[src/rtl/sal_cmd_arbiter_if.sv]
// sal_cmd_arbiter_if
// Request, grant and issued-command bundle between the per-bank controllers,
// the command arbiter and the downstream command/data scheduler.
//   act_req/rd_req/wr_req/pre_req : per-bank command requests
//   req_ra/req_ca/req_id/req_len  : per-bank packed command fields
//   act_gnt/rd_gnt/wr_gnt/pre_gnt : one-hot grants, combinational
//   cmd_*                         : registered issued command toward the PHY
// Modports: master = bank-controller/scheduler side, slave = arbiter side.
interface sal_cmd_arbiter_if #(
   parameter int unsigned NUM_BANKS = 4,
   parameter int unsigned BA_WIDTH  = 2,
   parameter int unsigned RA_WIDTH  = 16,
   parameter int unsigned CA_WIDTH  = 10,
   parameter int unsigned ID_WIDTH  = 4,
   parameter int unsigned LEN_WIDTH = 4
);
   logic [NUM_BANKS-1:0]           act_req;
   logic [NUM_BANKS-1:0]           rd_req;
   logic [NUM_BANKS-1:0]           wr_req;
   logic [NUM_BANKS-1:0]           pre_req;
   logic [NUM_BANKS*RA_WIDTH-1:0]  req_ra;
   logic [NUM_BANKS*CA_WIDTH-1:0]  req_ca;
   logic [NUM_BANKS*ID_WIDTH-1:0]  req_id;
   logic [NUM_BANKS*LEN_WIDTH-1:0] req_len;

   logic [NUM_BANKS-1:0]           act_gnt;
   logic [NUM_BANKS-1:0]           rd_gnt;
   logic [NUM_BANKS-1:0]           wr_gnt;
   logic [NUM_BANKS-1:0]           pre_gnt;

   logic                           cmd_valid;
   logic [1:0]                     cmd_type;
   logic [BA_WIDTH-1:0]            cmd_ba;
   logic [RA_WIDTH-1:0]            cmd_ra;
   logic [CA_WIDTH-1:0]            cmd_ca;
   logic [ID_WIDTH-1:0]            cmd_id;
   logic [LEN_WIDTH-1:0]           cmd_len;

   modport master (
      output act_req, rd_req, wr_req, pre_req, req_ra, req_ca, req_id, req_len,
      input  act_gnt, rd_gnt, wr_gnt, pre_gnt,
      input  cmd_valid, cmd_type, cmd_ba, cmd_ra, cmd_ca, cmd_id, cmd_len
   );

   modport slave (
      input  act_req, rd_req, wr_req, pre_req, req_ra, req_ca, req_id, req_len,
      output act_gnt, rd_gnt, wr_gnt, pre_gnt,
      output cmd_valid, cmd_type, cmd_ba, cmd_ra, cmd_ca, cmd_id, cmd_len
   );
endinterface

[src/rtl/sal_cmd_arbiter.sv]
// sal_cmd_arbiter
// Shares the DRAM command bus among NUM_BANKS bank controllers. Each cycle at
// most one ACT/RD/WR/PRE request is granted (class priority RD/WR > ACT > PRE,
// round-robin within a class) and the winner is registered onto cmd_* one
// cycle later. Enforces inter-bank tRRD, tFAW, tCCD, tWTR and tRTW.
//   clk, rst_n         : clock, asynchronous active-low reset
//   t_*_m1             : timing minus one, sampled only when a counter loads
//   bus (slave)        : requests/fields in, grants and issued command out
module sal_cmd_arbiter #(
   parameter int unsigned NUM_BANKS = 4,
   parameter int unsigned BA_WIDTH  = 2,
   parameter int unsigned RA_WIDTH  = 16,
   parameter int unsigned CA_WIDTH  = 10,
   parameter int unsigned ID_WIDTH  = 4,
   parameter int unsigned LEN_WIDTH = 4,
   parameter int unsigned TW        = 4
) (
   input logic           clk,
   input logic           rst_n,
   input logic [TW-1:0]  t_rrd_m1,
   input logic [TW-1:0]  t_ccd_m1,
   input logic [TW-1:0]  t_wtr_m1,
   input logic [TW-1:0]  t_rtw_m1,
   input logic [5:0]     t_faw_m1,
   sal_cmd_arbiter_if.slave bus
);

   localparam int unsigned FawDepth = 4;

   typedef enum logic [1:0] {CmdAct = 2'd0, CmdRd = 2'd1, CmdWr = 2'd2, CmdPre = 2'd3} cmd_e;

   // Returns {found, index} of the first set bit at or after ptr, wrapping.
   function automatic logic [BA_WIDTH:0] rr_pick(input logic [NUM_BANKS-1:0] req,
                                                 input logic [BA_WIDTH-1:0]  ptr);
      logic                found;
      logic [BA_WIDTH-1:0] idx;
      logic [BA_WIDTH-1:0] win;
      found = 1'b0;
      win   = '0;
      for (int k = 0; k < NUM_BANKS; k++) begin
         idx = ptr + BA_WIDTH'(k);
         if (!found && req[idx]) begin
            found = 1'b1;
            win   = idx;
         end
      end
      return {found, win};
   endfunction

   logic [TW-1:0]               rrd_q, rrd_d, ccd_q, ccd_d, wtr_q, wtr_d, rtw_q, rtw_d;
   logic [FawDepth-1:0][5:0]    faw_q, faw_d;
   logic [BA_WIDTH-1:0]         rw_ptr_q, rw_ptr_d, act_ptr_q, act_ptr_d, pre_ptr_q, pre_ptr_d;

   logic                        cmd_valid_q;
   logic [1:0]                  cmd_type_q;
   logic [BA_WIDTH-1:0]         cmd_ba_q;
   logic [RA_WIDTH-1:0]         cmd_ra_q;
   logic [CA_WIDTH-1:0]         cmd_ca_q;
   logic [ID_WIDTH-1:0]         cmd_id_q;
   logic [LEN_WIDTH-1:0]        cmd_len_q;

   logic                        faw_free, act_ok, rd_ok, wr_ok;
   logic [NUM_BANKS-1:0]        rw_elig;
   logic [BA_WIDTH:0]           rw_pick, act_pick, pre_pick;
   logic                        issue;
   cmd_e                        sel_cmd;
   logic [BA_WIDTH-1:0]         sel_ba;
   logic [NUM_BANKS-1:0]        onehot;

   // A zero history entry means that slot's ACT has aged out of the window.
   always_comb begin
      faw_free = 1'b0;
      for (int i = 0; i < FawDepth; i++) begin
         if (faw_q[i] == 6'd0) faw_free = 1'b1;
      end
   end

   assign act_ok = (rrd_q == '0) && faw_free;
   assign rd_ok  = (ccd_q == '0) && (wtr_q == '0);
   assign wr_ok  = (ccd_q == '0) && (rtw_q == '0);

   // A bank is RD/WR-eligible if either of its requests is timing-clean, so a
   // blocked RD lets the search move on to a bank with a legal WR and vice versa.
   assign rw_elig  = (bus.rd_req & {NUM_BANKS{rd_ok}}) | (bus.wr_req & {NUM_BANKS{wr_ok}});
   assign rw_pick  = rr_pick(rw_elig, rw_ptr_q);
   assign act_pick = rr_pick(bus.act_req, act_ptr_q);
   assign pre_pick = rr_pick(bus.pre_req, pre_ptr_q);

   // Grants are gated by reset so nothing is granted while rst_n is low.
   always_comb begin
      issue   = 1'b0;
      sel_cmd = CmdAct;
      sel_ba  = '0;
      if (rst_n) begin
         if (rw_pick[BA_WIDTH]) begin
            issue   = 1'b1;
            sel_ba  = rw_pick[BA_WIDTH-1:0];
            sel_cmd = (rd_ok && bus.rd_req[sel_ba]) ? CmdRd : CmdWr;
         end else if (act_ok && act_pick[BA_WIDTH]) begin
            issue   = 1'b1;
            sel_ba  = act_pick[BA_WIDTH-1:0];
            sel_cmd = CmdAct;
         end else if (pre_pick[BA_WIDTH]) begin
            issue   = 1'b1;
            sel_ba  = pre_pick[BA_WIDTH-1:0];
            sel_cmd = CmdPre;
         end
      end
   end

   assign onehot      = NUM_BANKS'(1) << sel_ba;
   assign bus.act_gnt = (issue && sel_cmd == CmdAct) ? onehot : '0;
   assign bus.rd_gnt  = (issue && sel_cmd == CmdRd)  ? onehot : '0;
   assign bus.wr_gnt  = (issue && sel_cmd == CmdWr)  ? onehot : '0;
   assign bus.pre_gnt = (issue && sel_cmd == CmdPre) ? onehot : '0;

   // Counters saturate at zero; a load on issue overrides the decrement.
   always_comb begin
      logic loaded;
      loaded    = 1'b0;
      rrd_d     = (rrd_q != '0) ? rrd_q - TW'(1) : rrd_q;
      ccd_d     = (ccd_q != '0) ? ccd_q - TW'(1) : ccd_q;
      wtr_d     = (wtr_q != '0) ? wtr_q - TW'(1) : wtr_q;
      rtw_d     = (rtw_q != '0) ? rtw_q - TW'(1) : rtw_q;
      rw_ptr_d  = rw_ptr_q;
      act_ptr_d = act_ptr_q;
      pre_ptr_d = pre_ptr_q;
      for (int i = 0; i < FawDepth; i++) begin
         faw_d[i] = (faw_q[i] != 6'd0) ? faw_q[i] - 6'd1 : faw_q[i];
      end
      if (issue) begin
         unique case (sel_cmd)
            CmdAct: begin
               rrd_d     = t_rrd_m1;
               act_ptr_d = sel_ba + BA_WIDTH'(1);
               // Entries all load the same value, so any expired one is oldest.
               for (int i = 0; i < FawDepth; i++) begin
                  if (!loaded && faw_q[i] == 6'd0) begin
                     faw_d[i] = t_faw_m1;
                     loaded   = 1'b1;
                  end
               end
            end
            CmdRd: begin
               ccd_d    = t_ccd_m1;
               rtw_d    = t_rtw_m1;
               rw_ptr_d = sel_ba + BA_WIDTH'(1);
            end
            CmdWr: begin
               ccd_d    = t_ccd_m1;
               wtr_d    = t_wtr_m1;
               rw_ptr_d = sel_ba + BA_WIDTH'(1);
            end
            CmdPre: begin
               pre_ptr_d = sel_ba + BA_WIDTH'(1);
            end
         endcase
      end
   end

   always_ff @(posedge clk or negedge rst_n) begin
      if (!rst_n) begin
         rrd_q     <= '0;
         ccd_q     <= '0;
         wtr_q     <= '0;
         rtw_q     <= '0;
         faw_q     <= '0;
         rw_ptr_q  <= '0;
         act_ptr_q <= '0;
         pre_ptr_q <= '0;
      end else begin
         rrd_q     <= rrd_d;
         ccd_q     <= ccd_d;
         wtr_q     <= wtr_d;
         rtw_q     <= rtw_d;
         faw_q     <= faw_d;
         rw_ptr_q  <= rw_ptr_d;
         act_ptr_q <= act_ptr_d;
         pre_ptr_q <= pre_ptr_d;
      end
   end

   // Command fields hold their last value while cmd_valid is low.
   always_ff @(posedge clk or negedge rst_n) begin
      if (!rst_n) begin
         cmd_valid_q <= 1'b0;
         cmd_type_q  <= '0;
         cmd_ba_q    <= '0;
         cmd_ra_q    <= '0;
         cmd_ca_q    <= '0;
         cmd_id_q    <= '0;
         cmd_len_q   <= '0;
      end else begin
         cmd_valid_q <= issue;
         if (issue) begin
            cmd_type_q <= sel_cmd;
            cmd_ba_q   <= sel_ba;
            cmd_ra_q   <= bus.req_ra[sel_ba*RA_WIDTH +: RA_WIDTH];
            cmd_ca_q   <= bus.req_ca[sel_ba*CA_WIDTH +: CA_WIDTH];
            cmd_id_q   <= bus.req_id[sel_ba*ID_WIDTH +: ID_WIDTH];
            cmd_len_q  <= bus.req_len[sel_ba*LEN_WIDTH +: LEN_WIDTH];
         end
      end
   end

   assign bus.cmd_valid = cmd_valid_q;
   assign bus.cmd_type  = cmd_type_q;
   assign bus.cmd_ba    = cmd_ba_q;
   assign bus.cmd_ra    = cmd_ra_q;
   assign bus.cmd_ca    = cmd_ca_q;
   assign bus.cmd_id    = cmd_id_q;
   assign bus.cmd_len   = cmd_len_q;

endmodule

[src/flat_wrapper.sv]
// flat-port wrapper written by rule: the top's interface ports become plain ports
module sal_cmd_arbiter_flat 
#(
   parameter int unsigned NUM_BANKS = 4,
   parameter int unsigned BA_WIDTH  = 2,
   parameter int unsigned RA_WIDTH  = 16,
   parameter int unsigned CA_WIDTH  = 10,
   parameter int unsigned ID_WIDTH  = 4,
   parameter int unsigned LEN_WIDTH = 4,
   parameter int unsigned TW        = 4
)
  (clk, rst_n, t_rrd_m1, t_ccd_m1, t_wtr_m1, t_rtw_m1, t_faw_m1, bus_act_req, bus_rd_req, bus_wr_req, bus_pre_req, bus_req_ra, bus_req_ca, bus_req_id, bus_req_len, bus_act_gnt, bus_rd_gnt, bus_wr_gnt, bus_pre_gnt, bus_cmd_valid, bus_cmd_type, bus_cmd_ba, bus_cmd_ra, bus_cmd_ca, bus_cmd_id, bus_cmd_len);
  sal_cmd_arbiter_if #(.NUM_BANKS(NUM_BANKS), .BA_WIDTH(BA_WIDTH), .RA_WIDTH(RA_WIDTH), .CA_WIDTH(CA_WIDTH), .ID_WIDTH(ID_WIDTH), .LEN_WIDTH(LEN_WIDTH)) bus_i ();
  input logic clk;
  input logic rst_n;
  input logic [TW-1:0] t_rrd_m1;
  input logic [TW-1:0] t_ccd_m1;
  input logic [TW-1:0] t_wtr_m1;
  input logic [TW-1:0] t_rtw_m1;
  input logic [5:0] t_faw_m1;
  input wire logic [$bits(bus_i.act_req)-1:0] bus_act_req;
  input wire logic [$bits(bus_i.rd_req)-1:0] bus_rd_req;
  input wire logic [$bits(bus_i.wr_req)-1:0] bus_wr_req;
  input wire logic [$bits(bus_i.pre_req)-1:0] bus_pre_req;
  input wire logic [$bits(bus_i.req_ra)-1:0] bus_req_ra;
  input wire logic [$bits(bus_i.req_ca)-1:0] bus_req_ca;
  input wire logic [$bits(bus_i.req_id)-1:0] bus_req_id;
  input wire logic [$bits(bus_i.req_len)-1:0] bus_req_len;
  output wire logic [$bits(bus_i.act_gnt)-1:0] bus_act_gnt;
  output wire logic [$bits(bus_i.rd_gnt)-1:0] bus_rd_gnt;
  output wire logic [$bits(bus_i.wr_gnt)-1:0] bus_wr_gnt;
  output wire logic [$bits(bus_i.pre_gnt)-1:0] bus_pre_gnt;
  output wire logic [$bits(bus_i.cmd_valid)-1:0] bus_cmd_valid;
  output wire logic [$bits(bus_i.cmd_type)-1:0] bus_cmd_type;
  output wire logic [$bits(bus_i.cmd_ba)-1:0] bus_cmd_ba;
  output wire logic [$bits(bus_i.cmd_ra)-1:0] bus_cmd_ra;
  output wire logic [$bits(bus_i.cmd_ca)-1:0] bus_cmd_ca;
  output wire logic [$bits(bus_i.cmd_id)-1:0] bus_cmd_id;
  output wire logic [$bits(bus_i.cmd_len)-1:0] bus_cmd_len;
  assign bus_i.act_req = bus_act_req;
  assign bus_i.rd_req = bus_rd_req;
  assign bus_i.wr_req = bus_wr_req;
  assign bus_i.pre_req = bus_pre_req;
  assign bus_i.req_ra = bus_req_ra;
  assign bus_i.req_ca = bus_req_ca;
  assign bus_i.req_id = bus_req_id;
  assign bus_i.req_len = bus_req_len;
  assign bus_act_gnt = bus_i.act_gnt;
  assign bus_rd_gnt = bus_i.rd_gnt;
  assign bus_wr_gnt = bus_i.wr_gnt;
  assign bus_pre_gnt = bus_i.pre_gnt;
  assign bus_cmd_valid = bus_i.cmd_valid;
  assign bus_cmd_type = bus_i.cmd_type;
  assign bus_cmd_ba = bus_i.cmd_ba;
  assign bus_cmd_ra = bus_i.cmd_ra;
  assign bus_cmd_ca = bus_i.cmd_ca;
  assign bus_cmd_id = bus_i.cmd_id;
  assign bus_cmd_len = bus_i.cmd_len;
  sal_cmd_arbiter #(.NUM_BANKS(NUM_BANKS), .BA_WIDTH(BA_WIDTH), .RA_WIDTH(RA_WIDTH), .CA_WIDTH(CA_WIDTH), .ID_WIDTH(ID_WIDTH), .LEN_WIDTH(LEN_WIDTH), .TW(TW)) u_core (.clk(clk), .rst_n(rst_n), .t_rrd_m1(t_rrd_m1), .t_ccd_m1(t_ccd_m1), .t_wtr_m1(t_wtr_m1), .t_rtw_m1(t_rtw_m1), .t_faw_m1(t_faw_m1), .bus(bus_i));
endmodule
[config.mk]
export PLATFORM = sky130hd
export DESIGN_NAME = sal_cmd_arbiter_flat
export DESIGN_NICKNAME = d
export VERILOG_FILES = /design/src/rtl/sal_cmd_arbiter_if.sv /design/src/rtl/sal_cmd_arbiter.sv /design/src/flat_wrapper.sv
export SDC_FILE = /design/constraint.sdc
export NUM_CORES = 1
export LEC_CHECK = 0
export ABC_AREA = 0
export ABC_CLOCK_PERIOD_IN_PS = 4650
export CORE_AREA = 2 2 116 118
export DETAILED_ROUTE_END_ITERATION = 7
export DIE_AREA = 0 0 118 120
export GPL_ROUTABILITY_DRIVEN = 0
export PLACE_DENSITY = 0.81
export SYNTH_ARGS = -nofsm -noshare
export SYNTH_HDL_FRONTEND = slang
export SYNTH_SLANG_ARGS = --single-unit
[constraint.sdc]
create_clock -name clk -period 4.65 [get_ports clk]
set_clock_uncertainty 0.2 [all_clocks]
set_input_delay 0.6975 -clock clk [delete_from_list [all_inputs] [get_ports clk]]
set_output_delay 0.6975 -clock clk [all_outputs]
set_load 0.01 [all_outputs]
## Word-level counts from Yosys, hierarchy flattened

Cells that the tools add are included.

| word-level totals | value |
|---|---|
| logic and storage cells | 216 |
| bits in read-only memories | 0 |
| flip-flop bits (word level) | 85 |
| bits in latches | 0 |
| input bits | 176 |
| output and inout bits | 55 |
| memories kept | 0 |
| RAM bits | 0 |

| cells by class | value |
|---|---|
| magnitude comparators | 13 |
| $add $sub $neg | 18 |
| div/mod/pow operators | 0 |
| reduce and logical (&&, ||, !) cells | 54 |
| bitwise operators | 3 |
| multiply operators | 1 |
| shifts and indexed selects | 5 |
| equal/unequal tests | 3 |
| multiplexer cells | 101 |

Operators with widths:

| kind | count |
|---|---|
| 4-bit 2-to-1 mux | 16 |
| 64-bit by 7-bit indexed part select with 16-bit output | 1 |
| 24-bit 2-to-1 mux | 2 |
| 6-bit 2-to-1 mux | 8 |
| 2-bit 2-to-1 mux | 21 |
| 1-bit 2-to-1 mux | 41 |
| 40-bit by 7-bit indexed part select with 10-bit output | 1 |
| 2-bit by 3-bit less-than comparator with 1-bit output, second input constant | 13 |
| 16-bit by 5-bit indexed part select with 4-bit output | 2 |
| 1-bit binary-select mux with 2-bit select | 13 |
| 6-bit logical NOT | 4 |
| 6-bit nonzero test | 4 |
| 6-bit by 1-bit subtractor with 6-bit output, second input constant | 4 |
| 1-bit logical AND | 21 |
| 4-bit logical NOT | 4 |
| 4-bit nonzero test | 4 |
| 4-bit by 1-bit subtractor with 4-bit output, second input constant | 4 |
| 2-bit adder, second input constant | 6 |
| 1-bit logical NOT | 12 |
| 2-bit by 1-bit adder with 2-bit output, second input constant | 4 |
| 4-bit AND | 2 |
| 2-bit AND reduction | 3 |
| 2-bit by 3-bit multiplier with 5-bit output, second input constant | 1 |
| 2-bit equality test, second input constant | 2 |
| 5 further kinds | 5 |

## Depth between registers and ports, before layout

Gate-level depths: netlist (run 1).

| depth | value |
|---|---|
| word-level depth | 40 |
| gate-level depth with buffers | 16 |
| mapped depth without buffers | 14 |

## Least setup slack after synthesis (run 1)

No wires, ideal clock.

| path | value |
|---|---|
| kind | register to output |
| start | register u_core.faw_q[0] in the netlist's numbering |
| end | output bus_act_gnt[3] |
| data required time | 3.753 ns |
| path buffers | 4 |
| slack | 0.619 ns |
| data arrival time | 3.133 ns |
| cell stages (with the launch flop) | 15 |
| cell sequence | dfrtp_1 -> inv_1 -> ha_1 -> or3b_1 -> buf_2 -> or3_1 -> buf_2 -> a41oi_1 -> a211oi_1 -> o32ai_1 -> buf_2 -> buf_1 -> inv_1 -> ha_1 -> and3_1 |

| between the ends | value |
|---|---|
| elaborated cells between the ends (all ways) | 20 |
| classes of those cells | shift: 1; mux: 14; reduce/logical: 5 |

RTL lines:

| element | line | source |
|---|---|---|
| start: declaration | sal_cmd_arbiter.sv:51 | `logic [FawDepth-1:0][5:0] faw_q, faw_d;` |
| start signal: assignment | sal_cmd_arbiter.sv:176 | `faw_q <= faw_d;` |
| 6-bit logical NOT | sal_cmd_arbiter.sv:74 | `if (faw_q[i] == 6'd0) faw_free = 1'b1;` |
| 1-bit 2-to-1 mux (4 in series) | sal_cmd_arbiter.sv:74 |  |
| 1-bit logical AND | sal_cmd_arbiter.sv:78 | `assign act_ok = (rrd_q == '0) && faw_free;` |
| 1-bit logical AND | sal_cmd_arbiter.sv:99 | `end else if (act_ok && act_pick[BA_WIDTH]) begin` |
| 2-bit 2-to-1 mux | sal_cmd_arbiter.sv:99 |  |
| 2-bit 2-to-1 mux | sal_cmd_arbiter.sv:95 | `if (rw_pick[BA_WIDTH]) begin` |
| 2-bit 2-to-1 mux | sal_cmd_arbiter.sv:94 | `if (rst_n) begin` |
| named net u_core.sel_ba[1] | sal_cmd_arbiter.sv:67 | `logic [BA_WIDTH-1:0] sel_ba;` |
| 1-bit by 2-bit left shift with 4-bit output | sal_cmd_arbiter.sv:111 | `assign onehot = NUM_BANKS'(1) << sel_ba;` |
| 4-bit 2-to-1 mux | sal_cmd_arbiter.sv:112 | `assign bus.act_gnt = (issue && sel_cmd == CmdAct) ? onehot : '0;` |
| end: declaration | flat_wrapper.sv:29 | `output wire logic [$bits(bus_i.act_gnt)-1:0] bus_act_gnt;` |

The timed path passes the listed nets, and every way through them passes these cells.

## Worst setup path in the final report (run 1)

| path | value |
|---|---|
| start | register u_core.faw_q[0] in the netlist's numbering |
| end | output bus_wr_gnt[3] |

| between the ends | value |
|---|---|
| longest elaborated chain between the ends | 13 |
| elaborated cells between the ends (all ways) | 20 |
| classes of those cells | eq/ne: 1; shift: 1; mux: 14; reduce/logical: 4 |

Ends and longest elaborated chain:

| element | line | source |
|---|---|---|
| 6-bit logical NOT * | sal_cmd_arbiter.sv:74 |  |
| 1-bit 2-to-1 mux * (4 in series) | sal_cmd_arbiter.sv:74 |  |
| 1-bit logical AND * | sal_cmd_arbiter.sv:78 |  |
| 1-bit logical AND * | sal_cmd_arbiter.sv:99 |  |
| 2-bit 2-to-1 mux | sal_cmd_arbiter.sv:99 |  |
| 2-bit 2-to-1 mux | sal_cmd_arbiter.sv:95 |  |
| 2-bit 2-to-1 mux | sal_cmd_arbiter.sv:94 |  |
| 2-bit equality test | sal_cmd_arbiter.sv:114 | `assign bus.wr_gnt = (issue && sel_cmd == CmdWr) ? onehot : '0;` |
| 1-bit logical AND | sal_cmd_arbiter.sv:114 |  |
| 4-bit 2-to-1 mux * | sal_cmd_arbiter.sv:114 |  |
| end: declaration | flat_wrapper.sv:31 | `output wire logic [$bits(bus_i.wr_gnt)-1:0] bus_wr_gnt;` |

Mark *: on every way between the ends. The rest lies on a longest branch, timed or not.

==> summary.txt, run 1 <==
maximum clock frequency: 220 MHz
post-detailed-placement half-perimeter wirelength: 14.6 mm
leakage power figure: 3.95 nW
worst reg2reg path endpoint: u_core.faw_q[7]
top metal layer carrying routed signals: met4
number of flops mapped to enable cells by yosys: 0
largest fanout on the critical path: 5
initial standard-cell utilization of the core: 43.1%
Hold WC Path Type: in -> async
worst setup path endpoint: bus_wr_gnt[3]
GRT Residual Overflow: 0
number of nets in the finished design: 1049
H-tree lvl count: 3
predominant post-synthesis flop cell: sky130_fd_sc_hd__dfrtp_1
final critical path time including I/O delays and setup: 4.55 ns
via total after detailed routing: 5854
number of endpoints failing setup at the final stage: 0
number of warning messages in the yosys log: 0
vertical die dimension: 120 um
share of synthesized area spent on multiplexers: 13.7%
total DRC errors in the routed layout: 0
CTS Hold Bufs: 0
detailed route wirelength on metal3: 1.45 mm
area of combinational cells with multiple inputs: 3520 um^2
Final Hold Slack: 0.0294 ns
proportion of synthesized chip area in sequential cells: 38.0%
worst endpoint data arrival time: 3.66 ns
cell with the most instances after synthesis: sky130_fd_sc_hd__dfrtp_1
DRT met1 WL: 7.38 mm
sequential standard cell area: 2130 um^2
required time of the critical path: 3.75 ns
Diodes inserted: 0
P per Cell Area: 478 nW/um^2
Post-Synth Simple-Gate Area: 17.4%
antenna violations before repair: 0
average cell area after synthesis: 9.23 um^2
number of DRC markers in iteration 0: 288
Max Cap Viol: 0
post-synthesis async set-or-reset flop share: 100%
post-detailed-routing wire length: 19.4 mm
Routed Antenna Nets: 0
Synth Net Count: 803
Final Total Pwr: 0.00423 W
die area: 14200 um^2
number of cell instances on the worst register-to-register path: 16
fraction of layout cells with a size suffix above 1: 11.7%
number of placement rows: 42
CTS root buf: sky130_fd_sc_hd__clkbuf_16
Filler Cells Inserted: 965
clk sinks: 85
mapped cell area: 5590 um^2
Gate Count Post-Synth: 606
fraction of synthesized cell area taken by the top area cell type: 38.0%
Vias per Instance: 5.67
I/O Buffers: 230
number of buffers on the longest clock path: 2
clock latency on the worst-skew pair: 0.34 ns
number of optimization iterations in the first detailed-route pass: 5
number of top-level design ports: 231
core area: 13000 um^2
CP Class: reg -> out
vias in the first global route: 6053
status: completed
global-route total usage across every layer: 26.9%
Max transition margin: 54.6%
Register-to-Register Setup Slack: 0.66 ns
largest area contributor in the netlist: sky130_fd_sc_hd__dfrtp_1
synth top area cells: sky130_fd_sc_hd__dfrtp_1 38%, sky130_fd_sc_hd__mux2i_1 13%, sky130_fd_sc_hd__o221ai_1 5.5%, sky130_fd_sc_hd__nand2_1 5.1%, sky130_fd_sc_hd__ha_1 4.7%
drt wl/cell: 18.7 um
dominant combinational cell family by area after synthesis: compound AO/OA/AOI/OAI gates
startpoint of the worst setup timing path: u_core.faw_q[0]
final count of hold timing violations: 0
TritonCTS clock tree: done
worst vdd ir: 243 uV
clock-pin slew reported for the worst setup and hold paths after clock tree synthesis: 0.06 ns
number of CTS-inserted buffers: 9
pin count of the biggest net entering global routing: 46
leading post-synthesis cells by instance count: 85 x sky130_fd_sc_hd__dfrtp_1, 76 x sky130_fd_sc_hd__nand2_1, 73 x sky130_fd_sc_hd__mux2i_1
first-pass GRT wire length: 30.2 mm
floorplan die width: 118 um
Final Cycle Share: 98.0%
endpoint type of the worst setup path: output pin
post-synthesis cell type count: 58
detailed-routed wire length on met2: 9.91 mm
launching element type of the critical path: register
adder-cell share of the synthesized area: 4.70%
Area Overhead vs Synth: 58.3%
share of the synthesized area in compound gates (AO/OA/AOI/OAI): 18.7%
Worst R2R Start: u_core.rtw_q[0]
xor-xnor portion of the synthesized cell area: 2.82%
register bit total from synthesis: 85
count of pins over their slew limit: 0
slew of the pin with the lowest slew margin: 0.682 ns
## timing repair
| action | in CTS | in global routing |
|---|---|---|
| pin swaps | 0 | 9 |
| endpoints found under the setup margin | 16 | 16 |
| gates resized for setup | 20 | 46 |
| setup buffers | 1 | 6 |
## state kept, by name (all words and copies together), names as in the netlist, 4 cells and up
name	flops
u_core.bus.cmd_ca	10
u_core.ccd_q	4
u_core.bus.cmd_len	4
u_core.wtr_q	4
u_core.faw_q	24
u_core.rrd_q	4
u_core.bus.cmd_ra	16
u_core.bus.cmd_id	4
u_core.rtw_q	4
## worst min-delay path by stage
stage / slack, ns / depth (start not counted) / startpoint / to
CTS: 0.02 / 1 / rst_n / u_core.faw_q[15]
floorplan: 0.20 / 0 / rst_n / u_core.act_ptr_q[0]
global placement: 0.26 / 2 / u_core.bus.cmd_ba[1] / u_core.bus.cmd_ba[1]
global route: 0.03 / 1 / rst_n / u_core.faw_q[15]
finish: 0.03 / 1 / rst_n / u_core.faw_q[15]
detailed placement: 0.26 / 2 / u_core.bus.cmd_ba[1] / u_core.bus.cmd_ba[1]
## cells in the final DEF, fill, tap and decap left out, types with 12 or more instances in the layout
cell / n
sky130_fd_sc_hd__a21oi_1: 43
sky130_fd_sc_hd__and3_1: 16
sky130_fd_sc_hd__buf_4: 36
sky130_fd_sc_hd__clkdlybuf4s50_1: 219
sky130_fd_sc_hd__dfrtp_1: 85
sky130_fd_sc_hd__ha_1: 12
sky130_fd_sc_hd__inv_1: 23
sky130_fd_sc_hd__mux2i_1: 73
sky130_fd_sc_hd__nand2_1: 75
sky130_fd_sc_hd__nand3_1: 13
sky130_fd_sc_hd__nor2_1: 39
sky130_fd_sc_hd__nor3_1: 16
sky130_fd_sc_hd__o221ai_1: 35
## routing by layer
layer  GRT usage, %  vias up
li1               -     2732
met1           30.4     2801
met2           47.4      269
met3           8.08       52
met4           10.8        0
met5              0        -
## kinds of logic (layout without fill, tap and decap cells)
family / Yosys count / after routing
simple gates: 201 / 201
compound gates: 148 / 148
flops: 85 / 85
mux: 76 / 76
buf+inv: 57 / 308
fa+ha+maj: 21 / 21
xor+xnor: 18 / 18
## through the flow
step | cells | instance area [um^2] | setup WS, ns | setup TNS (ns) | utilization [%]
after CTS | 1027 | 8590 | -0.0301 | -0.0402 | 66.2
after global placement | 1010 | 8220 | -0.0665 | -0.398 | 63.3
after detailed placement | 1010 | 8220 | -0.225 | -2.45 | 63.3
final | 1033 | 8850 | 0.0952 | 0 | 68.2
after floorplan | 606 | 5590 | 0.619 | 0 | -
after global routing | 1033 | 8850 | -0.0332 | -0.0428 | 68.2
## report_power, final
group	internal [W]	switching, W	total (W)
registers	0.00108	0.000327	0.00141
logic	0.00114	0.00103	0.00216
clock network	0.000375	0.000285	0.000659
total	0.00259	0.00164	0.00423
## worst max-delay path: stages (launching register included)
cell,delay (ns)
sky130_fd_sc_hd__dfrtp_1,0.41
sky130_fd_sc_hd__inv_1,0.07
sky130_fd_sc_hd__ha_1,0.17
sky130_fd_sc_hd__or3b_4,0.40
sky130_fd_sc_hd__or3_4,0.38
sky130_fd_sc_hd__a41o_4,0.29
sky130_fd_sc_hd__mux2_4,0.34
sky130_fd_sc_hd__a22o_2,0.26
sky130_fd_sc_hd__buf_4,0.14
sky130_fd_sc_hd__ha_1,0.22
sky130_fd_sc_hd__and3_1,0.17
sky130_fd_sc_hd__clkdlybuf4s50_1,0.47
## cell type report
cell class | count | share of cell area (%)
Multi-Input combinational cell | 464 | 39.8
Timing Repair Buffer | 267 | 29.6
Sequential cell | 85 | 24.0
Clock buffer | 12 | 2.79
Tap cell | 176 | 2.49
Inverter | 25 | 1.06
Clock inverter | 4 | 0.269
Power figures use the tool's default switching activity.
==> inputs of run 2 (changes only) <==
Settings changed: CORE_AREA 2 2 116 118 to 2 2 156 158, DIE_AREA 0 0 118 120 to 0 0 158 160, PLACE_DENSITY 0.81 to not set.
==> run 2 against run 1 <==
- non-clock buffer count is 12 higher
- first-iteration DRC count grew 14%
- die area grew 79%
- power increased by 1.6%
- via count down 4.3%
- maximum frequency is 0.53% lower
- sequential cell count stayed put
- global-route usage shrank 12 points
- critical endpoint is now bus_pre_gnt[2]
- largest cell class unchanged
- largest power group unchanged
==> summary.txt, run 2 (synthesized netlist as in run 1, its figures left out) <==
clock latency on the worst-skew pair: 0.35 ns (about the same)
Sum Neg Setup Slack: 0 ns (unchanged)
Critical Path, Cell by Cell: inv_1, ha_1, or3b_4, or3_4, a41o_4, mux2_4, a22o_2, inv_2, ha_2, and3_1, clkdlybuf4s50_1
Max Cap Viol: 0 (unchanged)
worst vdd ir: 167 uV (-31%)
cell type of the slowest stage on the worst timing path: sky130_fd_sc_hd__clkdlybuf4s50_1
endpoint type of the worst setup path: output pin
number of flip-flops in the largest register: 24 (unchanged)
post-detailed-placement half-perimeter wirelength: 14.6 mm (+0.24%)
unrepaired setup endpoints after global routing: yes
CTS root buf: sky130_fd_sc_hd__clkbuf_16
Crit path max-delay family: simple AND/OR/NAND/NOR gates
final critical path time including I/O delays and setup: 4.58 ns (+0.0241 ns)
drt wl/cell: 16.2 um (-14%)
leakage power figure: 3.92 nW (-0.73%)
I/O Buffers: 230 (unchanged)
summed area of non-filler cells in the final layout: 9070 um^2 (+2.5%)
Vias per Instance: 4.70 (-17%)
worst endpoint data arrival time: 3.68 ns (+0.02 ns)
count of pins over their slew limit: 0 (unchanged)
Hold WC Path Type: in -> async
TritonCTS clock tree: done
vertical die dimension: 160 um (+33%)
Routed Antenna Nets: 0 (unchanged)
largest fanout on the critical path: 6 (+1)
status: completed
number of top-level design ports: 231 (unchanged)
Final Util: 38.1% (-30 points)
number of placement rows: 57 (+36%)
final count of hold timing violations: 0 (unchanged)
Max transition margin: 63.8% (+9.3 points)
number of DRC markers in iteration 0: 327 (+14%)
largest stage delay on the critical path: 0.54 ns (+0.07 ns)
P per Cell Area: 474 nW/um^2 (-0.91%)
GRT Residual Overflow: 0 (unchanged)
number of nets in the finished design: 1061 (+1.1%)
vias in the first global route: 5606 (-7.4%)
pin count of the biggest net entering global routing: 38 (-17%)
die area: 25300 um^2 (+79%)
antenna violations before repair: 0 (unchanged)
number of CTS-inserted buffers: 9 (unchanged)
maximum clock frequency: 218 MHz (-0.53%)
total DRC errors in the routed layout: 0 (unchanged)
most frequent cells in the layout: 224 x sky130_fd_sc_hd__clkdlybuf4s50_1, 85 x sky130_fd_sc_hd__dfrtp_1, 76 x sky130_fd_sc_hd__nand2_1
clk sinks: 85 (unchanged)
Area Overhead vs Synth: 62.3%
CTS Hold Bufs: 0 (unchanged)
CP Class: reg -> out
cell area reported after detailed placement: 8530 um^2 (+3.8%)
global-route total usage across every layer: 15.0% (-12 points)
clock-pin slew reported for the worst setup and hold paths after clock tree synthesis: 0.07 ns (about the same)
Buf/Inv on CP: 3 (unchanged)
Diodes inserted: 0 (unchanged)
Final Hold Slack: 0.0292 ns (-0.000259 ns)
number of buffers on the longest clock path: 2 (unchanged)
register with the most flip-flops: u_core.faw_q
required time of the critical path: 3.75 ns (about the same)
Final Cycle Share: 98.5% (+0.52 points)
fraction of layout cells with a size suffix above 1: 12.5% (+0.87 points)
number of optimization iterations in the first detailed-route pass: 5 (unchanged)
via total after detailed routing: 5603 (-4.3%)
floorplan die width: 158 um (+34%)
launching element type of the critical path: register
slew of the pin with the lowest slew margin: 0.538 ns (-0.143 ns)
H-tree lvl count: 3 (unchanged)
number of endpoints failing setup at the final stage: 0 (unchanged)
Filler Cells Inserted: 2503 (+160%)
first-pass GRT wire length: 29.5 mm (-2.1%)
initial standard-cell utilization of the core: 23.5% (-20 points)
most common cell after layout, fill and taps aside: sky130_fd_sc_hd__clkdlybuf4s50_1
core area: 23800 um^2 (+84%)
post-detailed-routing wire length: 19.3 mm (-0.30%)
-- run 2: cell count changes in the layout (fill, tap and decap cells not counted), moves of 2 or more --
cell,previous run,this run
sky130_fd_sc_hd__clkinv_2,3,1
sky130_fd_sc_hd__clkbuf_1,2,0
sky130_fd_sc_hd__inv_6,0,2
sky130_fd_sc_hd__clkdlybuf4s50_1,219,224
sky130_fd_sc_hd__buf_4,36,49
sky130_fd_sc_hd__ha_4,7,2
sky130_fd_sc_hd__dlymetal6s2s_1,10,5
sky130_fd_sc_hd__ha_2,2,6
-- run 2: power by group --
| part | switching (W) | leakage [nW] | internal (W) |
|---|---|---|---|
| Combinational | 0.000988 | 2.76 | 0.00114 |
| Clock | 0.000337 | 0.149 | 0.000436 |
| Sequential | 0.000312 | 1.01 | 0.00108 |
| Total | 0.00164 | 3.92 | 0.00266 |
-- run 2: through the flow --
step	setup WS, ns	total power [W]	instances
2_1_floorplan	0.619	0.00258	606
3_3_place_gp	-0.173	0.00341	1174
3_5_place_dp	-0.212	0.00344	1174
4_1_cts	-0.0471	0.00427	1192
5_1_grt	-0.0495	0.00462	1193
6_report	0.0711	0.00430	1193
-- run 2: worst reg2reg max path: cells and delay by family (launching register included) --
family / cells / cell delay (ns)
AOI/OAI and AO/OA: 7 / 1.52
and+or+nand+nor: 4 / 0.85
adders and majority gates: 2 / 0.51
DFF: 1 / 0.38
buffers and inverters: 2 / 0.28
-- run 2: final timing paths --
| kind | startpoint | end | slack, ns | depth (start not counted) |
|---|---|---|---|---|
| setup / recovery | u_core.faw_q[0] | bus_pre_gnt[2] | 0.07 | 11 |
| hold / removal | rst_n | u_core.bus.cmd_ra[6] | 0.03 | 1 |
| setup reg to reg | u_core.wtr_q[0] | u_core.faw_q[22] | 0.80 | 15 |
| hold reg to reg | u_core.bus.cmd_id[1] | u_core.bus.cmd_id[1] | 0.29 | 2 |
| max in group asynchronous | rst_n | u_core.bus.cmd_id[1] | 3.53 | 2 |
| min in group clk | u_core.bus.cmd_id[1] | u_core.bus.cmd_id[1] | 0.29 | 2 |
-- run 2: routing by layer --
layer / global-route usage (%) / routed length (um) / part of all wire [%] / vias to the layer above
met5: 0 / 0 / 0 / -
met4: 4.14 / 250 / 1.3 / 0
li1: - / - / - / 2754
met3: 4.31 / 1400 / 7.3 / 16
met2: 25.7 / 9490 / 49 / 191
met1: 18.1 / 8170 / 42 / 2642
-- run 2: repair_timing --
action                                 CTS  global route
resized for setup                       15            32
buffers inserted                         2             1
setup endpoints to repair               16            16
pin swaps                                1             4
endpoints found under the hold margin    0             0
-- run 2: area by class of cell --
| class | count | area, um^2 | share of cell area (%) |
|---|---|---|---|
| inverters | 25 | 93.8 | 1.03 |
| well taps | 324 | 405 | 4.47 |
| repair buffers | 279 | 2690 | 29.7 |
| flip-flops and latches | 85 | 2130 | 23.4 |
| multi-input cells | 464 | 3450 | 38.0 |
| clock inverters | 6 | 68.8 | 0.758 |
| clock buffers | 10 | 239 | 2.63 |
==> inputs of run 3 (changes only) <==
Settings changed: HOLD_SLACK_MARGIN set to 0.05.
==> run 3 against run 2 <==
- sequential share of layout area about the same
- first-iteration DRC count decreased by 8.0%
- combinational power about the same
- clock power about the same
- worst hold slack improved by 0.26 ns
- global-route usage unchanged
- via count increased by 0.36%
- critical path type unchanged
- critical endpoint unchanged
- largest cell class unchanged
==> summary.txt, run 3 (synthesized netlist as in run 1, its figures left out) <==
sequential cell fraction of total power: 32.4% (about the same)
floorplan die width: 158 um (unchanged)
H-tree lvl count: 3 (unchanged)
Final Hold Slack: 0.285 ns (+0.256 ns)
Hold WC Path Type: reg -> reg
Max Cap Viol: 0 (unchanged)
initial standard-cell utilization of the core: 23.5% (unchanged)
detailed route wirelength on metal3: 1.39 mm (-0.79%)
DRT met1 WL: 8.20 mm (+0.31%)
first-pass GRT wire length: 29.5 mm (about the same)
Routed Antenna Nets: 0 (unchanged)
die area: 25300 um^2 (unchanged)
status: completed
cell type of the slowest stage on the worst timing path: sky130_fd_sc_hd__clkdlybuf4s50_1
number of placement rows: 57 (unchanged)
Clk network pwr share: 18.0% (about the same)
sequential standard cell area: 2130 um^2 (unchanged)
largest stage delay on the critical path: 0.54 ns (about the same)
endpoint type of the worst setup path: output pin
via total after detailed routing: 5623 (+0.36%)
Filler Cells Inserted: 2502 (-0.040%)
TritonCTS clock tree: done
slew of the pin with the lowest slew margin: 0.532 ns (-0.00635 ns)
Sum Neg Setup Slack: 0 ns (unchanged)
area of combinational cells with multiple inputs: 3450 um^2 (unchanged)
leakage power figure: 3.92 nW (+0.11%)
clk sinks: 85 (unchanged)
launching element type of the critical path: register
I/O Buffers: 230 (unchanged)
CTS root buf: sky130_fd_sc_hd__clkbuf_16
number of top-level design ports: 231 (unchanged)
setup ws final: 0.0613 ns (-0.00983 ns)
Setup Slack @ Placement: -0.212 ns (unchanged)
number of buffers on the longest clock path: 2 (unchanged)
top metal layer carrying routed signals: met4
Max transition margin: 64.3% (+0.43 points)
Area Overhead vs Synth: 62.5%
clock latency on the worst-skew pair: 0.35 ns (about the same)
fraction of power spent switching nets: 38.1% (about the same)
post-detailed-placement half-perimeter wirelength: 14.6 mm (unchanged)
unrepaired setup endpoints after global routing: yes
Diodes inserted: 0 (unchanged)
worst vdd ir: 167 uV (about the same)
post-detailed-routing wire length: 19.3 mm (about the same)
detailed-routed wire length on met2: 9.48 mm (about the same)
count of pins over their slew limit: 0 (unchanged)
worst endpoint data arrival time: 3.69 ns (about the same)
vias in the first global route: 5612 (+0.11%)
final critical path time including I/O delays and setup: 4.59 ns (+0.00983 ns)
P per Cell Area: 474 nW/um^2 (about the same)
GRT Residual Overflow: 0 (unchanged)
number of flip-flops in the largest register: 24 (unchanged)
Vias per Instance: 4.71 (+0.27%)
total DRC errors in the routed layout: 0 (unchanged)
register with the most flip-flops: u_core.faw_q
Int Pwr: 0.00266 W (about the same)
number of DRC markers in iteration 0: 301 (-8.0%)
hold path depth: 2
Critical Path, Cell by Cell: inv_1, ha_1, or3b_4, or3_4, a41o_4, mux2_4, a22o_2, inv_2, ha_2, and3_1, clkdlybuf4s50_1
Final Util: 38.1% (+0.042 points)
global-route total usage across every layer: 15.0% (unchanged)
core area: 23800 um^2 (unchanged)
Final Cycle Share: 98.7% (+0.21 points)
maximum clock frequency: 218 MHz (-0.21%)
drt wl/cell: 16.2 um (about the same)
final count of hold timing violations: 0 (unchanged)
clock-pin slew reported for the worst setup and hold paths after clock tree synthesis: 0.07 ns (about the same)
number of CTS-inserted buffers: 9 (unchanged)
most common cell after layout, fill and taps aside: sky130_fd_sc_hd__clkdlybuf4s50_1
net switching power: 0.00164 W (+0.13%)
number of optimization iterations in the first detailed-route pass: 4 (-1)
CP Class: reg -> out
pin count of the biggest net entering global routing: 38 (unchanged)
required time of the critical path: 3.75 ns (about the same)
number of nets in the finished design: 1062 (+0.094%)
largest fanout on the critical path: 6 (unchanged)
portion of total power attributed to combinational logic: 49.6% (about the same)
number of cell instances on the worst register-to-register path: 15 (unchanged)
number of endpoints failing setup at the final stage: 0 (unchanged)
antenna violations before repair: 0 (unchanged)
vertical die dimension: 160 um (unchanged)
most frequent cells in the layout: 224 x sky130_fd_sc_hd__clkdlybuf4s50_1, 85 x sky130_fd_sc_hd__dfrtp_1, 76 x sky130_fd_sc_hd__nand2_1
fraction of layout cells with a size suffix above 1: 12.5% (-0.014 points)
## run 3: changes by cell type in the layout (fill, tap and decap cells not counted), sizes merged
cell,before,now
dlygate4sd3,0,1
## run 3: critical path, delay by kind of cell (launching register included)
family	cells	cell delay, ns
compound gates	2	0.51
fa+ha+maj	2	0.41
buf+inv	3	0.71
flops	1	0.41
mux	1	0.31
simple gates	3	0.98
## run 3: cell type report
type                    instances  share of cell area (%)
clock buffers                  10                    2.63
clock inverters                 6                   0.757
inverters                      25                    1.03
multi-input cells             464                    38.0
flip-flops and latches         85                    23.4
well taps                     324                    4.46
repair buffers                280                    29.7
## run 3: metrics by stage
step / total power (W) / instance area [um^2] / std cells
global placement: 0.00341 / 8530 / 1174
CTS: 0.00427 / 8920 / 1193
global route: 0.00462 / 9080 / 1194
finish: 0.00430 / 9080 / 1194
detailed placement: 0.00344 / 8530 / 1174
floorplan: 0.00258 / 5590 / 606
## run 3: routing by layer
metal  vias up  GRT usage (%)
met5         -              0
li1       2761              -
met1      2651           18.1
met4         0           4.14
met2       195           25.7
met3        16           4.31
## run 3: what timing repair did
action / CTS / global route
hold buffers: 1 / 0
setup endpoints to repair: 16 / 16
resized for setup: 15 / 32
pin swaps: 1 / 4
setup buffers: 2 / 1
endpoints found under the hold margin: 12 / 0
## run 3: worst paths after layout
path / from / end / slack (ns)
max in group asynchronous: rst_n / u_core.bus.cmd_id[1] / 2.98
min in group asynchronous: rst_n / u_core.bus.cmd_ra[6] / 0.59
max: u_core.faw_q[0] / bus_pre_gnt[2] / 0.06
min: u_core.bus.cmd_id[0] / u_core.bus.cmd_id[0] / 0.29
max reg2reg: u_core.wtr_q[0] / u_core.faw_q[22] / 0.80
min reg2reg: u_core.bus.cmd_id[0] / u_core.bus.cmd_id[0] / 0.29
## run 3: power groups by stage
stage	sequential [W]	combinational, W	clock [W]
2_1_floorplan	0.00137	0.00121	0
3_3_place_gp	0.00136	0.00205	0
3_5_place_dp	0.00137	0.00207	0
4_1_cts	0.00137	0.00210	0.000803
5_1_grt	0.00144	0.00235	0.000831
6_report	0.00140	0.00213	0.000773
